## src/rtl/rpn_pkg.sv

```systemverilog
`default_nettype none
// ============================================================================
//  Module : rpn_pkg
//  Purpose: Shared definitions for the RPN calculator front end and ALU:
//           sequencer state encoding, default sizes, operation codes and
//           the reserved (rejected) operation code.
//  Ports  : none (package)
//  Rev    : 1.0 - initial release
// ============================================================================
package rpn_pkg;

  // Default datapath sizes
  localparam int LARGURA_PADRAO      = 8;
  localparam int PROFUNDIDADE_PADRAO = 4;

  // Operation codes, shared with the ALU decoder
  localparam logic [2:0] OP_SOMA  = 3'b000;
  localparam logic [2:0] OP_SUB   = 3'b001;
  localparam logic [2:0] OP_MUL   = 3'b010;
  localparam logic [2:0] OP_AND   = 3'b011;
  localparam logic [2:0] OP_OR    = 3'b100;
  localparam logic [2:0] OP_XOR   = 3'b101;
  localparam logic [2:0] OP_NOT   = 3'b110;
  localparam logic [2:0] OP_INVALIDO_PADRAO = 3'b111;

  // Sequencer states
  typedef enum logic [2:0] {
    OCIOSO = 3'd0,
    PUSH   = 3'd1,
    OPER   = 3'd2,
    EXEC   = 3'd3,
    CHECA  = 3'd4,
    ERRO   = 3'd5
  } estado_t;

endpackage : rpn_pkg
`default_nettype wire

```

## src/rtl/detector_borda.sv

```systemverilog
`default_nettype none
// ============================================================================
//  Module : detector_borda
//  Purpose: Registers a level key once and flags its rising edge
//           (key high while the registered copy is still low).
//  Ports  : clk, rst (async, active-high), tecla (level in),
//           borda (rising-edge flag, combinational from tecla and history)
//  Rev    : 1.0 - initial release
// ============================================================================
module detector_borda (
  input  logic clk,
  input  logic rst,
  input  logic tecla,
  output logic borda
);

  logic anterior;

  always_ff @(posedge clk or posedge rst) begin
    if (rst) anterior <= 1'b0;
    else     anterior <= tecla;
  end

  assign borda = tecla & ~anterior;

endmodule : detector_borda
`default_nettype wire

```

## src/rtl/controlador_rpn.sv

```systemverilog
`default_nettype none
// ============================================================================
//  Module : controlador_rpn
//  Purpose: Key-driven sequencer for the RPN stack. Latches operand and
//           operation code, turns key edges into one-cycle push / operation /
//           execute pulses, tracks stack depth against overflow/underflow and
//           captures the ALU error flag after each execute.
//  Ports  : clk, rst (async, active-high)
//           valor, op_sel            - operand / operation switches
//           tecla_numero/operacao/executar - level keys
//           limpar                   - clears the error state
//           erro_ula                 - ALU error flag
//           entrada, operacao        - registered operand / op code
//           entrada_numero, entrada_operacao, executar - one-cycle pulses
//           profundidade, op_valido, ocupado, erro     - status
//  Rev    : 1.0 - initial release
// ============================================================================
module controlador_rpn
  import rpn_pkg::*;
#(
  parameter int         LARGURA      = LARGURA_PADRAO,
  parameter int         PROFUNDIDADE = PROFUNDIDADE_PADRAO,
  parameter logic [2:0] OP_INVALIDO  = OP_INVALIDO_PADRAO
) (
  input  logic               clk,
  input  logic               rst,
  input  logic [LARGURA-1:0] valor,
  input  logic [2:0]         op_sel,
  input  logic               tecla_numero,
  input  logic               tecla_operacao,
  input  logic               tecla_executar,
  input  logic               limpar,
  input  logic               erro_ula,
  output logic [LARGURA-1:0] entrada,
  output logic [2:0]         operacao,
  output logic               entrada_numero,
  output logic               entrada_operacao,
  output logic               executar,
  output logic [2:0]         profundidade,
  output logic               op_valido,
  output logic               ocupado,
  output logic               erro
);

  localparam logic [2:0] PROF_MAX = 3'(PROFUNDIDADE);

  estado_t estado;
  logic    borda_num, borda_op, borda_exe;

  detector_borda u_borda_num (.clk(clk), .rst(rst), .tecla(tecla_numero),   .borda(borda_num));
  detector_borda u_borda_op  (.clk(clk), .rst(rst), .tecla(tecla_operacao), .borda(borda_op));
  detector_borda u_borda_exe (.clk(clk), .rst(rst), .tecla(tecla_executar), .borda(borda_exe));

  // The pulse and the depth update are issued from inside PUSH/OPER/EXEC, so
  // they appear one cycle after the state is entered, i.e. one full cycle
  // after the key edge was sampled.
  always_ff @(posedge clk or posedge rst) begin
    if (rst) begin
      estado           <= OCIOSO;
      entrada          <= '0;
      operacao         <= '0;
      entrada_numero   <= 1'b0;
      entrada_operacao <= 1'b0;
      executar         <= 1'b0;
      profundidade     <= '0;
      op_valido        <= 1'b0;
      ocupado          <= 1'b0;
      erro             <= 1'b0;
    end else begin
      entrada_numero   <= 1'b0;
      entrada_operacao <= 1'b0;
      executar         <= 1'b0;
      case (estado)
        OCIOSO: begin
          // Priority executar > operacao > numero; losers are dropped.
          if (borda_exe) begin
            ocupado <= 1'b1;
            if (profundidade >= 3'd2 && op_valido) begin
              estado <= EXEC;
            end else begin
              estado <= ERRO;
              erro   <= 1'b1;
            end
          end else if (borda_op) begin
            ocupado <= 1'b1;
            if (op_sel != OP_INVALIDO) begin
              operacao <= op_sel;
              estado   <= OPER;
            end else begin
              estado <= ERRO;
              erro   <= 1'b1;
            end
          end else if (borda_num) begin
            ocupado <= 1'b1;
            if (profundidade < PROF_MAX) begin
              entrada <= valor;
              estado  <= PUSH;
            end else begin
              estado <= ERRO;
              erro   <= 1'b1;
            end
          end
        end
        PUSH: begin
          entrada_numero <= 1'b1;
          profundidade   <= profundidade + 3'd1;
          estado         <= OCIOSO;
          ocupado        <= 1'b0;
        end
        OPER: begin
          entrada_operacao <= 1'b1;
          op_valido        <= 1'b1;
          estado           <= OCIOSO;
          ocupado          <= 1'b0;
        end
        EXEC: begin
          // Two pops and one push: net depth change is -1.
          executar     <= 1'b1;
          profundidade <= profundidade - 3'd1;
          op_valido    <= 1'b0;
          estado       <= CHECA;
        end
        CHECA: begin
          if (erro_ula) begin
            estado <= ERRO;
            erro   <= 1'b1;
          end else begin
            estado  <= OCIOSO;
            ocupado <= 1'b0;
          end
        end
        ERRO: begin
          if (limpar) begin
            erro    <= 1'b0;
            estado  <= OCIOSO;
            ocupado <= 1'b0;
          end
        end
        default: begin
          estado  <= OCIOSO;
          ocupado <= 1'b0;
        end
      endcase
    end
  end

endmodule : controlador_rpn
`default_nettype wire

```

## config.mk

```make
export PLATFORM = sky130hd
export DESIGN_NAME = controlador_rpn
export DESIGN_NICKNAME = d
export VERILOG_FILES = /design/src/rtl/rpn_pkg.sv /design/src/rtl/detector_borda.sv /design/src/rtl/controlador_rpn.sv
export SDC_FILE = /design/constraint.sdc
export NUM_CORES = 1
export LEC_CHECK = 0
export ABC_AREA = 1
export CAP_MARGIN = 20
export CORE_ASPECT_RATIO = 1.25
export CORE_MARGIN = 5
export CORE_UTILIZATION = 45
export CTS_BUF_LIST = sky130_fd_sc_hd__clkbuf_4
export CTS_CLUSTER_SIZE = 40
export DETAILED_ROUTE_END_ITERATION = 12
export PLACE_DENSITY = 0.82
export REMOVE_ABC_BUFFERS = 1
export SLEW_MARGIN = 0
export SYNTH_ARGS = -nofsm -noshare
export SYNTH_HDL_FRONTEND = slang
export SYNTH_HIERARCHICAL = 1
export SYNTH_SLANG_ARGS = --single-unit
```

## constraint.sdc

```tcl
create_clock -name clk -period 2.65 [get_ports clk]
set_input_delay 0.53 -clock clk [delete_from_list [all_inputs] [get_ports clk]]
set_output_delay 0.53 -clock clk [all_outputs]
set_load 0.05 [all_outputs]
```

# Word-level counts from Yosys, hierarchy flattened
# Cells that the tools add are included.
dict set report op_classes {
  add_sub_neg 2
  order_cmp 2
  eq_ne 13
  mux 28
  n_bitwise 9
  n_reduce_logical 10
}
# operator count
set op_table {}
lappend op_table {{two-way mux 3 bit} 8}
lappend op_table {{two-way mux 1 bit} 15}
lappend op_table {{inequality test 4 bit (second input constant)} 3}
lappend op_table {{one-hot mux 3 bit (4 select lines)} 1}
lappend op_table {{AND reduction 4 bit} 2}
lappend op_table {{AND reduction 7 bit} 1}
lappend op_table {{== test 3 x 2 -> 1 bit (second input constant)} 2}
lappend op_table {{== test 3 bit (second input constant)} 2}
lappend op_table {{inequality test 2 bit (second input constant)} 3}
lappend op_table {{inequality test 3 bit (second input constant)} 2}
lappend op_table {{inverter 1 bit} 6}
lappend op_table {{one-hot mux 3 bit (2 select lines)} 1}
lappend op_table {{AND reduction 5 bit} 1}
lappend op_table {{one-hot mux 1 bit (4 select lines)} 1}
lappend op_table {{nonzero test 2 bit} 2}
lappend op_table {{adder 3 x 1 -> 3 bit (second input constant)} 1}
lappend op_table {{AND 1 bit} 3}
lappend op_table {{== test 3 x 1 -> 1 bit (second input constant)} 1}
lappend op_table {{greater-or-equal comparator 3 x 2 -> 1 bit (second input constant)} 1}
lappend op_table {{zero test 3 bit} 1}
lappend op_table {{< comparator 3 bit (second input constant)} 1}
lappend op_table {{one-hot mux 1 bit (3 select lines)} 1}
lappend op_table {{nonzero test 3 bit} 1}
lappend op_table {{subtractor 3 x 1 -> 3 bit (second input constant)} 1}
lappend op_table {{other kinds (3)} 3}
dict set report totals {
  reg_bits 26
  in_bits 18
  output_inout_bits 20
  elab_cells 77
}

# Logic depth before layout (Yosys ltp)
# Gate-level depths: netlist (run 1).
dict set report depth {
  depth_word 6
  mapped_depth 9
  mapped_depth_nobuf 9
}

# Cells and area by module
# The synthesis (run 1) kept the hierarchy.
# module n_inst cells_per_inst area_per_inst_um2 seq_area_each_um2
set modules_own_cells {}
lappend modules_own_cells {controlador_rpn 1 140 1208.7 575.6}
lappend modules_own_cells {detector_borda 3 4 38.8 25.0}

# Least setup slack after synthesis (run 1)
# Ideal clock, no wire load.
dict set report synth_path {
  kind {flip-flop to flip-flop}
  startpoint {register profundidade[0]}
  endpoint {register profundidade[2]}
  setup_time_ps 125
  t_arrival_ps 1499
  required_ps 2525
  path_slack_ps 1026
  path_stages_with_launch 6
  path_buffers 0
  synth_period_minus_slack_ps 1624
  cell_sequence {dfrtp_1 > inv_1 > fa_1 > nand2_1 > o21ai_2 > xor2_1}
}
dict set report synth_between {
  elab_chain_cells 2
  word_cells_on_any_way 3
  cone_classes {add/sub: 2; mux: 1}
}
# element line_no
set synth_rtl {}
lappend synth_rtl {{start: declaration} controlador_rpn.sv:39} ;# output logic [2:0] profundidade,
lappend synth_rtl {{start signal: assignment} controlador_rpn.sv:106} ;# profundidade <= profundidade + 3'd1;
lappend synth_rtl {{start signal: assignment} controlador_rpn.sv:119} ;# profundidade <= profundidade - 3'd1;
lappend synth_rtl {{subtractor 3 x 1 -> 3 bit / adder 3 x 1 -> 3 bit (equally long branches)} {controlador_rpn.sv:119, controlador_rpn.sv:106}}
lappend synth_rtl {{one-hot mux 3 bit (2 select lines) (*)} controlador_rpn.sv:73} ;# case (estado)
# Mark *: on every way between the ends. The rest lies on a longest branch, timed or not.
# A chain may end at the register's enable or synchronous reset.

# Final worst setup path (run 1)
dict set report layout_path {
  startpoint {register op_valido}
  endpoint {output op_valido}
}
# element line_no
set layout_rtl {}
lappend layout_rtl {{start: declaration} controlador_rpn.sv:40} ;# output logic op_valido,
lappend layout_rtl {{start signal: assignment} controlador_rpn.sv:66} ;# op_valido <= 1'b0;
lappend layout_rtl {{start signal: assignment} controlador_rpn.sv:112} ;# op_valido <= 1'b1;
lappend layout_rtl {{start signal: assignment} controlador_rpn.sv:120} ;# op_valido <= 1'b0;
# No word-level cell between the ends.

==> results.md, run 1 <==
* Status: complete, no violations
* Max-slew violation count at 0
* CP max stage delay at 0.83 ns
* Max_slew headroom at between 60 and 70%
* Pleak at approximately 0.89 nW
* Max Cap Viol at 0
* Mapped Area at between 1000 and 1500 um2
* Worst-skew pair later-pin latency at 0.32 ns
* ANT cells at 0
* Starting density of the core at between 40 and 50%
* Top delay family on crit path: buffers and inverters
* Post-CTS Resized at 0
* Clk_skew at roughly 0.0041 ns
* Fraction of registers with async set/reset at 100%
* Synth top area share at around half
* Post-Synth Simple-Gate Area at between 20% and 30%
* Longest Clk Path Bufs at 2
* Reg2Reg Setup Slack at 0.92 ns
* Initial DRC count at 15
* Layout cells sized above 1 at between 15 and 20%
* Detail Route Antenna Nets at 0
* Final setup fails at 0
* Top post-synthesis cells by area: dfrtp_1, nand2_1, inv_1
* Worst VDD drop at 0.000899 V
* Die area at 4140 um2
* Cell variety after synth at 26
* Worst setup SP type: register
* Synth Register Bits at 26
* Post-route setup TNS at 0 ns
* Worst path arrival time at roughly 1.6 ns
* Total grt overflow at 0
* Final worst slack at about 0.53 ns
* Final hold vios at 0
* GPL Wtd Cong at 0.885
* Crit end category: output pin
* Fillers at between 200 and 300
* CTS buffer count at 3
* CP required at roughly 2.1 ns
* Main combinational cell family by area after synthesis: simple AND/OR/NAND/NOR gates
* Post-route clock period utilization at roughly 80%
* DR vias/cell at between 4 and 5
* Post-synthesis sequential area ratio at 49.1%
* Post-CTS Setup Bufs at 0
* Max Clk Rate at between 400 and 500 MHz
* Placeable Area at 2890 um2
* Mux share of post-synthesis cell area at 0%
* Final net count at ~210
* CTS root buffer: clkbuf_4
* Maximum fanout along the worst path at 4
* CTS clock-pin slew for the worst setup and hold paths at between 0.1 and 0.15 ns
* Most frequent cells in the layout: nand2_1, clkdlybuf4s50_1, dfrtp_1
* Pin count of the biggest net entering global routing at 24
* Vias in the first global route at between 1000 and 1500
* # rows at 22
* Multi-input gate area at between 500 and 600 um2
* H-tree depth at 1
* Ys flop type: dfrtp_1
* Initial antenna violation count at 0
* Hold-fix buffers, CTS at 0
* DRC at 0
* GRT Total Usage at around 15%
* Drt first pass iters at 4
* CP cell instances: clkdlybuf4s50_1
* Number of flops mapped to enable cells by yosys at 0
* Pre-CTS WS at 0.616 ns
* IO Port Bufs at 37
* CTS tree: built
* Clk sink count at 26
* Reg area at ~650 um2
* Syn. warnings at 6
* Dominant cell type by area after synthesis: dfrtp_1
* Syn Area/Cell at ~8.7 um2
* Die Span X at 58.5 um
* Most common cell after layout, fill and taps aside: nand2_1
* Clock period minus worst slack at approximately 2.1 ns
* Xor/xnor share of the synthesized area at about 1.3%
* RSZ-0062 raised after global routing: no
* Power Density at around 1300 nW/um2
* Slowest cell on crit path: clkdlybuf4s50_1
* Via total after detailed routing at roughly 1100
* Die Ht at 70.7 um
* DP HPWL at about 2200 um
* CP bufs+invs at 1
* Post-synthesis adder-cell area fraction at under 10%
* Synth-to-Final Area Change at 34.5%
* Worst-margin pin slew at 0.514 ns
* Drt total wl at around 2700 um
* Post-synthesis cell count at about 150
* Hold Path Class: in -> async
* I/O Pins at 38
* Post-synthesis compound-gate area fraction at 9.35%
* Setup Crit Path Kind: reg -> out
* First-pass GRT wire length at between 4000 and 5000 um
* WL per Instance at 11.8 um
## cell families after synthesis
| group | Yosys count |
|---|---|
| buffers and inverters | 30 |
| flip-flops | 26 |
| AO/OA/AOI/OAI | 17 |
| XOR/XNOR | 2 |
| adder cells (fa/ha/maj) | 1 |
| AND/OR/NAND/NOR | 76 |
## layout make-up
cell class                      instances  share of cell area (%)
Sequential cell                        26                    36.5
Clock buffer                            3                    1.26
Inverter                               28                    5.90
Multi-Input combinational cell         96                    30.9
Timing Repair Buffer                   38                    21.2
Tap cell                               36                    2.53
Clock inverter                          1                    1.69
## power by group
group          total [mW]  internal, mW  switching, mW
Combinational        1.38         0.466          0.911
Clock               0.267         0.153          0.114
Sequential          0.683         0.557          0.126
Total                2.33          1.18           1.15
## worst paths after layout
| kind | start | to | cells past startpoint |
|---|---|---|---|
| worst min-delay path | rst | u_borda_exe/anterior | 2 |
| worst max-delay path | op_valido | op_valido | 1 |
| worst max register to register | estado[2] | profundidade[2] | 8 |
| worst min register to register | operacao[2] | operacao[2] | 2 |
| min in group clk | operacao[2] | operacao[2] | 2 |
| max in group asynchronous | rst | estado[2] | 3 |
## Yosys cell counts, types with 2 or more instances
cell type,count
nand3b_1,2
nand2_2,3
inv_1,24
o21ai_0,4
a21oi_1,2
nor2_1,10
o21ai_2,9
nor2_2,5
nand2_1,42
inv_2,3
nand3_1,7
dfrtp_1,26
xor2_1,2
## metrics by stage
| step | std cells | cell area, um2 | power [mW] | hold slack, ns | util [%] |
|---|---|---|---|---|---|
| floorplan | 150 | 1310 | 1.65 | 0.259 | - |
| global placement | 224 | 1730 | 2.05 | 0.464 | 59.8 |
| detailed placement | 224 | 1730 | 2.07 | 0.471 | 59.8 |
| CTS | 228 | 1780 | 2.35 | 0.394 | 61.6 |
| global route | 228 | 1780 | 2.48 | 0.405 | 61.6 |
| finish | 228 | 1780 | 2.33 | 0.399 | 61.6 |
## state kept, by name, summed over array words and instances, names as in the netlist
signal	flops
estado	3
profundidade	3
entrada_operacao	1
u_borda_exe/anterior	1
erro	1
u_borda_op/anterior	1
ocupado	1
op_valido	1
u_borda_num/anterior	1
entrada_numero	1
entrada	8
executar	1
operacao	3
## routing by layer
| layer | global-route usage (%) | part of all wire (%) |
|---|---|---|
| met5 | 0 | 0 |
| met2 | 26.0 | 51 |
| met1 | 16.7 | 39 |
| met4 | 7.73 | 3.2 |
| met3 | 2.74 | 6.6 |
(Power assumes the default switching activity.)
==> inputs of run 2 (changes only) <==
Settings changed: CORE_UTILIZATION 45 to 44, PLACE_DENSITY 0.82 to 0.84.
Clock period 2.65 ns to 1.7 ns, I/O delays scaled along.
==> results.md, run 2 (synthesis gave the netlist of run 1 again) <==
* Met2 Use GR at 23.8% (-2.1 points)
* Synth-to-Final Area Change at 36.1%
* Worst path arrival time at 1.71 ns (+0.12 ns)
* Total grt overflow at 0 (unchanged)
* Clk_skew at 0.00124 ns (-0.00290 ns)
* Final hold vios at 0 (unchanged)
* Pre-CTS WS at -0.114 ns (-0.730 ns)
* Detail Route Antenna Nets at 0 (unchanged)
* Status: complete, no violations
* Power Density at 1910 nW/um2 (+47%)
* Starting density of the core at 45.4% (-0.43 points)
* Most common cell after layout, fill and taps aside: nand2_1
* Final net count at 225 (+6.1%)
* H-tree depth at 1 (unchanged)
* Met1 Track Usage GR at 15.6% (-1.1 points)
* Most frequent cells in the layout: nand2_1, buf_4, dfrtp_1
* # rows at 22 (unchanged)
* DP HPWL at 2110 um (-3.5%)
* ANT cells at 0 (unchanged)
* Longest Clk Path Bufs at 2 (unchanged)
* Hold-fix buffers, CTS at 0 (unchanged)
* Die area at 4220 um2 (+1.9%)
* GPL Wtd Cong at 0.867 (-2.1%)
* M3 GR Usage at 1.62% (-1.1 points)
* Worst setup SP type: register
* Die Ht at 71.4 um (+0.97%)
* Reg2Reg Setup Slack at 0.20 ns (-0.72 ns)
* Max_slew headroom at 78.4% (+13 points)
* Drt first pass iters at 4 (unchanged)
* Max FFs per register at 8 (unchanged)
* RR Startpoint: estado[2]
* RR Endpoint: profundidade[2]
* IO Port Bufs at 37 (unchanged)
* Worst-margin pin slew at 0.322 ns (-0.192 ns)
* Hold Worst Slack at 0.221 ns (-0.177 ns)
* Clock period minus worst slack at approximately 1.5 ns
* CTS buffer count at 3 (unchanged)
* Post-route clock period utilization at between 80% and 90%
* CTS clock-pin slew for the worst setup and hold paths at 0.13 ns (about the same)
* Drt total wl at 2540 um (-5.9%)
* Post-CTS Resized at 0 (unchanged)
* Hold Path Class: in -> async
* CP required at 1.90 ns (-0.22 ns)
* R2r worst-path depth at 8 (unchanged)
* WL per Instance at 10.5 um (-11%)
* Max-slew violation count at 0 (unchanged)
* Grt peak-use layer: met2
* Final setup fails at 0 (unchanged)
* CTS tree: built
* Setup Crit Path Kind: reg -> reg
* Die Span X at 59.1 um (+0.93%)
* DRC at 0 (unchanged)
* Post-CTS Setup Bufs at 0 (unchanged)
* Worst-skew pair later-pin latency at 0.30 ns (-0.02 ns)
* Vias in the first global route at 1090 (-5.5%)
* Clk sink count at 26 (unchanged)
* Layout cells sized above 1 at 30.7% (+15 points)
* Final worst slack at 0.195 ns (-0.337 ns)
* Initial antenna violation count at 0 (unchanged)
* CTS root buffer: clkbuf_4
* RSZ-0062 raised after global routing: no
* Largest reg by FF count: entrada
* Crit end category: register
* Max Clk Rate at 665 MHz
* Worst VDD drop at 0.00148 V (+65%)
* I/O Pins at 38 (unchanged)
* Placeable Area at 2920 um2 (+0.95%)
* Max Cap Viol at 0 (unchanged)
* Final Util at 61.8% (+0.15 points)
* Initial DRC count at 13 (-2)
* Pleak at 0.969 nW (+8.6%)
* Maximum fanout along the worst path at 3 (-1)
* Pin count of the biggest net entering global routing at 24 (unchanged)
* DR vias/cell at 4.49 (-6.0%)
* Via total after detailed routing at 1083 (-0.64%)
* GRT Total Usage at 13.3% (-1.6 points)
* First-pass GRT wire length at 4410 um (-7.9%)
## run 2: cell count changes in the layout (fill, tap and decap cells not counted), sizes merged
cell,before,now
buf,1,34
clkdlybuf4s50,37,17
bufinv,1,0
clkinv,1,2
## run 2: final cells by class
cell class	count	area, um2
sequential	26	651
fill	275	1110
multi-input combinational	96	551
timing repair buffer	51	425
tap	36	45.0
clock buffer	3	22.5
inverter	28	105
clock inverter	1	3.75
## run 2: power by group
group / switching [mW] / internal, mW
Clock: 0.165 / 0.0857
Sequential: 0.153 / 0.869
Combinational: 1.45 / 0.723
## run 2: worst max-delay path, stage by stage (launching register included)
cell,delay [ns]
dfrtp_1,0.42
inv_2,0.07
nand2_2,0.05
nor2_2,0.11
inv_2,0.06
fa_1,0.39
nand2_1,0.10
o21ai_2,0.06
xor2_1,0.14
## run 2: metrics by stage
stage	instance area, um2	setup TNS [ns]	std cells	total power, mW
2_1_floorplan	1310	0	150	2.57
3_5_place_dp	1780	-0.895	237	3.24
3_3_place_gp	1780	-0.396	237	3.19
4_1_cts	1800	0	241	3.51
5_1_grt	1800	0	241	3.72
6_report	1800	0	241	3.45
## run 2: worst max-delay path by stage
stage	startpoint	to	slack (ns)	cells past startpoint
after floorplan	profundidade[0]	profundidade[2]	0.08	5
after global placement	tecla_executar	erro	-0.06	10
after detailed placement	tecla_operacao	entrada[1]	-0.11	7
after CTS	estado[2]	profundidade[2]	0.17	8
after global routing	estado[2]	profundidade[2]	0.07	8
final	estado[2]	profundidade[2]	0.20	8
## run 2: metal layers
layer / up-vias / routed length (um) / share of wire [%]
met5: - / 0 / 0
met4: 0 / 19 / 0.75
met3: 2 / 144 / 5.7
met2: 24 / 1360 / 54
met1: 491 / 1010 / 40
li1: 566 / - / -
